<file path="src/rtl/reset_release_sequencer.sv">
// Reset generator: synchronizes rst_n release, holds every block in reset for
// HOLD_CYCLES, then releases NUM_STAGES active-low resets one every STAGE_GAP cycles.
module reset_release_sequencer #(
  parameter int SYNC_STAGES = 2,
  parameter int HOLD_CYCLES = 8,
  parameter int NUM_STAGES  = 4,
  parameter int STAGE_GAP   = 3
) (
  input  logic                  clk,
  input  logic                  rst_n,
  input  logic                  soft_rst_req,
  output logic [NUM_STAGES-1:0] stage_rst_n,
  output logic                  rst_done,
  output logic                  busy,
  output logic [7:0]            hold_cnt
);

  typedef enum logic [1:0] {RESET, HOLD, RELEASE, DONE} state_e;

  localparam logic [7:0]            HOLD_INIT = 8'(HOLD_CYCLES);
  localparam logic [7:0]            GAP_INIT  = 8'(STAGE_GAP);
  localparam logic [NUM_STAGES-1:0] STAGE_ONE = NUM_STAGES'(1);

  logic [SYNC_STAGES-1:0] sync_q, sync_d;
  logic                   sync_ok;
  state_e                 state_q, state_d;
  logic [NUM_STAGES-1:0]  stage_q, stage_d;
  logic                   done_q, done_d;
  logic                   busy_q, busy_d;
  logic [7:0]             hold_q, hold_d;
  logic [7:0]             gap_q, gap_d;

  assign sync_ok = sync_q[SYNC_STAGES-1];

  always_comb begin
    sync_d  = {sync_q[SYNC_STAGES-2:0], 1'b1};
    state_d = state_q;
    stage_d = stage_q;
    done_d  = done_q;
    busy_d  = busy_q;
    hold_d  = hold_q;
    gap_d   = gap_q;
    // Soft request re-runs hold+staging from any state past the synchronizer.
    if (soft_rst_req && state_q != RESET) begin
      state_d = HOLD;
      stage_d = '0;
      done_d  = 1'b0;
      busy_d  = 1'b1;
      hold_d  = HOLD_INIT;
    end else begin
      case (state_q)
        RESET: if (sync_ok) state_d = HOLD;
        HOLD: begin
          if (hold_q == 8'd1) begin
            hold_d  = 8'd0;
            stage_d = STAGE_ONE;
            gap_d   = GAP_INIT;
            state_d = RELEASE;
          end else begin
            hold_d = hold_q - 8'd1;
          end
        end
        RELEASE: begin
          if (&stage_q) begin
            state_d = DONE;
            done_d  = 1'b1;
            busy_d  = 1'b0;
          end else if (gap_q == 8'd1) begin
            // Thermometer fill keeps release strictly in index order.
            stage_d = (stage_q << 1) | STAGE_ONE;
            gap_d   = GAP_INIT;
          end else begin
            gap_d = gap_q - 8'd1;
          end
        end
        DONE: ;
      endcase
    end
  end

  always_ff @(posedge clk or negedge rst_n) begin
    if (!rst_n) begin
      sync_q  <= '0;
      state_q <= RESET;
      stage_q <= '0;
      done_q  <= 1'b0;
      busy_q  <= 1'b1;
      hold_q  <= HOLD_INIT;
      gap_q   <= GAP_INIT;
    end else begin
      sync_q  <= sync_d;
      state_q <= state_d;
      stage_q <= stage_d;
      done_q  <= done_d;
      busy_q  <= busy_d;
      hold_q  <= hold_d;
      gap_q   <= gap_d;
    end
  end

  assign stage_rst_n = stage_q;
  assign rst_done    = done_q;
  assign busy        = busy_q;
  assign hold_cnt    = hold_q;

endmodule

</file>
<file path="config.mk">
export PLATFORM = sky130hd
export DESIGN_NAME = reset_release_sequencer
export DESIGN_NICKNAME = d
export VERILOG_FILES = /design/src/rtl/reset_release_sequencer.sv
export SDC_FILE = /design/constraint.sdc
export NUM_CORES = 1
export LEC_CHECK = 0
export CORE_UTILIZATION = 45
export DETAILED_ROUTE_END_ITERATION = 8
export MAX_ROUTING_LAYER = met4
export PLACE_DENSITY = 0.65
export SLEW_MARGIN = 20
export SYNTH_ARGS = -nofsm -noshare
export SYNTH_HDL_FRONTEND = slang
export SYNTH_SLANG_ARGS = --single-unit
</file>
<file path="constraint.sdc">
create_clock -name clk -period 4.3 [get_ports clk]
set_input_delay 0.86 -clock clk [delete_from_list [all_inputs] [get_ports clk]]
set_output_delay 0.86 -clock clk [all_outputs]
set_load 0.01 [all_outputs]
</file>
==> results.toml <==
[outcome]
status = "finished, final reports clean"

[power]
internal-power_uw = 555
seq_power_share_pct = 38.1
p_leak_uw = 0.000764
vdd_ir_drop_max_mv = 0.349
p_comb_share_pct = 48.8
switchingPower_uw = 384
p_clk_share_pct = 13.1
pwr_density_cell_nw_per_um2 = 531
switching_share_pct = 40.9

[worst_setup_path]
path_class = "input port to flop"
crit_path_end_kind = "flop"
cpPeakStageDelay_ps = 550
path_max_fanout = 10
critPathBufInv = 1
cp.arrival_ps = 2790
start_kind = "input port"
cp_data_required_time_ps = 4570
path_delay_family = "simple AND/OR/NAND/NOR gates"
cp_cell_sequence = "clkdlybuf4s50_1 > nor2b_1 > a211oi_2 > nor3b_2 > a32o_1"
crit_slowest_cell = "nor3b_2"

[timing]
finClkSkew_ps = 5.12
maxSlewHeadroom_pct = 60.3
finalHoldViolations = 0
slew_viol_final = 0
min_period_ps = 2520
fin_hold_ws_ps = 368
worst_pin_slew_ps = 592
fmaxAchievable_mhz = 396
setup_tns_ps = 0
grt_setup_unrepaired = "no"
timing.final.crit_share_pct = 58.7
setup_violations = 0

[floorplanning]
io_pins = 17
initial_core_util_pct = 49.0
die_w_um = 60.6
dieArea_um2 = 3670
rows = 20
die_y_um = 60.6
core_um2 = 3150

[yosys]
synthDistinctLibCells = 49
synth_edf_count = 0
async_flop_share_pct = 100
synth_warnings = 0
synthTopCellsByArea = "dfrtp_1, dfstp_2, ha_1"
yosys-top-cells-count = "dfrtp_1, inv_1, nor2_1"
synth_top_cell_area_share_pct = 35.6
syn_nets = 162
syn_avg_cell_area_um2 = 10.2
synthFlopType = "dfrtp_1"
synthCells = 151
yosysMostFrequentCell = "dfrtp_1"
synth-seq-area-share_pct = 42.4
yosysTopAreaCell = "dfrtp_1"
syn_area_um2 = 1550
synth-seq-cells = 26

[placed_design]
portBuffers = 16
dp_hpwl_um = 2290
gp_congestion = 0.771
post-place-cells = 207

[detailed_routing]
wl_per_cell_um = 14.6
ant_nets = 0
vias_per_cell = 5.57
wl_um = 3080
vias = 1176
drtIter0Drc = 64
drc = 0
dr.pass1.iters = 4

[clock_tree]
tritoncts = "built"
worstSkewPairLatency_ps = 320
clkTransAtPathRegs_ps = 140
htree_levels = 1
cts_inserted_buffers = 3
postCtsSetupRepairBufs = 0
cts_resized = 0
hold_buffers = 0
cts_max_path_buffers = 2
root_buffer = "clkbuf_4"
cts.sink_count = 26

[layout]
stdcell_count = 211
area_growth_pct = 14.4
num_antenna_cells = 0
final_nets = 179
final_layout_size_suffix_gt1_share_pct = 13.8

[grt]
overflow = 0
grtUsageTotal_pct = 20.2
grt_pass1_vias = 1161
antenna_found_initial = 0
grt_max_degree = 25
grt_first_pass_wirelength_um = 5350

[run]
drv_cap = 0

[hold_path]
min_path_type = "flop to flop"
==> cell usage in the layout, fill, tap and decap left out, drive strengths merged, types with 2 or more instances in the layout <==
cell type | netlist | routed
or3 | 4 | 4
clkdlybuf4s50 | 0 | 15
nand2b | 5 | 5
a22o | 5 | 5
or4 | 4 | 4
buf | 4 | 3
mux2 | 3 | 3
o21a | 2 | 2
a21oi | 9 | 9
mux2i | 4 | 4
and3 | 2 | 2
clkbuf | 2 | 4
nor3b | 3 | 3
nor3 | 4 | 4
dfrtp | 22 | 22
nand2 | 5 | 5
o21ai | 10 | 10
inv | 10 | 10
nor4 | 3 | 3
nor2 | 10 | 10
dfstp | 4 | 4
o311ai | 2 | 2
a211oi | 2 | 2
o211ai | 7 | 7
ha | 8 | 8
or3b | 2 | 2
nor2b | 2 | 2
==> cell families (layout without fill, tap and decap cells) <==
group | after synthesis | in the layout | synth area share, %
AOI/OAI and AO/OA | 45 | 45 | 22.2
adders and majority gates | 8 | 8 | 6.47
other | 1 | 1 | 0.242
muxes | 7 | 7 | 5.50
DFF | 26 | 26 | 42.4
buffers and inverters | 16 | 32 | 4.94
and+or+nand+nor | 48 | 48 | 18.2
==> sequential cells by signal, indices dropped and copies added (netlist names) <==
signal and cells:
state_q 2, rst_done 1, busy 1, hold_cnt 8
stage_rst_n 4, gap_q 8, sync_q 2
==> per-stage QoR <==
stage	util [%]	power, µW	area, µm²	setup slack, ps
6_report	56.1	939	1770	1780
5_1_grt	56.1	1020	1770	1700
4_1_cts	56.3	945	1770	1810
3_5_place_dp	55.1	821	1740	1460
3_3_place_gp	55.1	804	1740	1520
2_1_floorplan	-	660	1550	2130
==> power by group through the flow <==
stage                     clock network, µW  registers [µW]  logic (µW)
final                                   123             358         458
after global routing                    137             366         517
after CTS                               127             357         461
after detailed placement                  0             362         459
after global placement                    0             356         448
after floorplan                           0             364         295
==> path summary, 6_finish.rpt <==
kind	startpoint	end	slack, ps	cells past startpoint
min	sync_q[0]$_DFF_PN0_	sync_q[1]$_DFF_PN0_	370	0
max in group asynchronous	rst_n	hold_cnt[3]$_DFFE_PN1P_	3250	2
min reg2reg	sync_q[0]$_DFF_PN0_	sync_q[1]$_DFF_PN0_	370	0
max	soft_rst_req	gap_q[4]$_DFFE_PN0P_	1780	5
min in group asynchronous	rst_n	hold_cnt[1]$_DFFE_PN0P_	500	1
max reg2reg	state_q[0]$_DFFE_PN0P_	gap_q[4]$_DFFE_PN0P_	1870	6
==> layer usage <==
layer / wire, µm / GRT usage (%)
met5: 0 / -
met4: 33 / 5.84
met3: 74 / 2.56
met2: 1360 / 31.1
met1: 1610 / 27.9
==> cell type report <==
class                           count  area (µm²)
Fill cell                         304        1380
Multi-Input combinational cell    109         815
Tap cell                           44        55.1
Sequential cell                    26         656
Inverter                           10        37.5
Clock buffer                        4        36.3
Timing Repair Buffer               18         170
(Power assumes the default switching activity.)
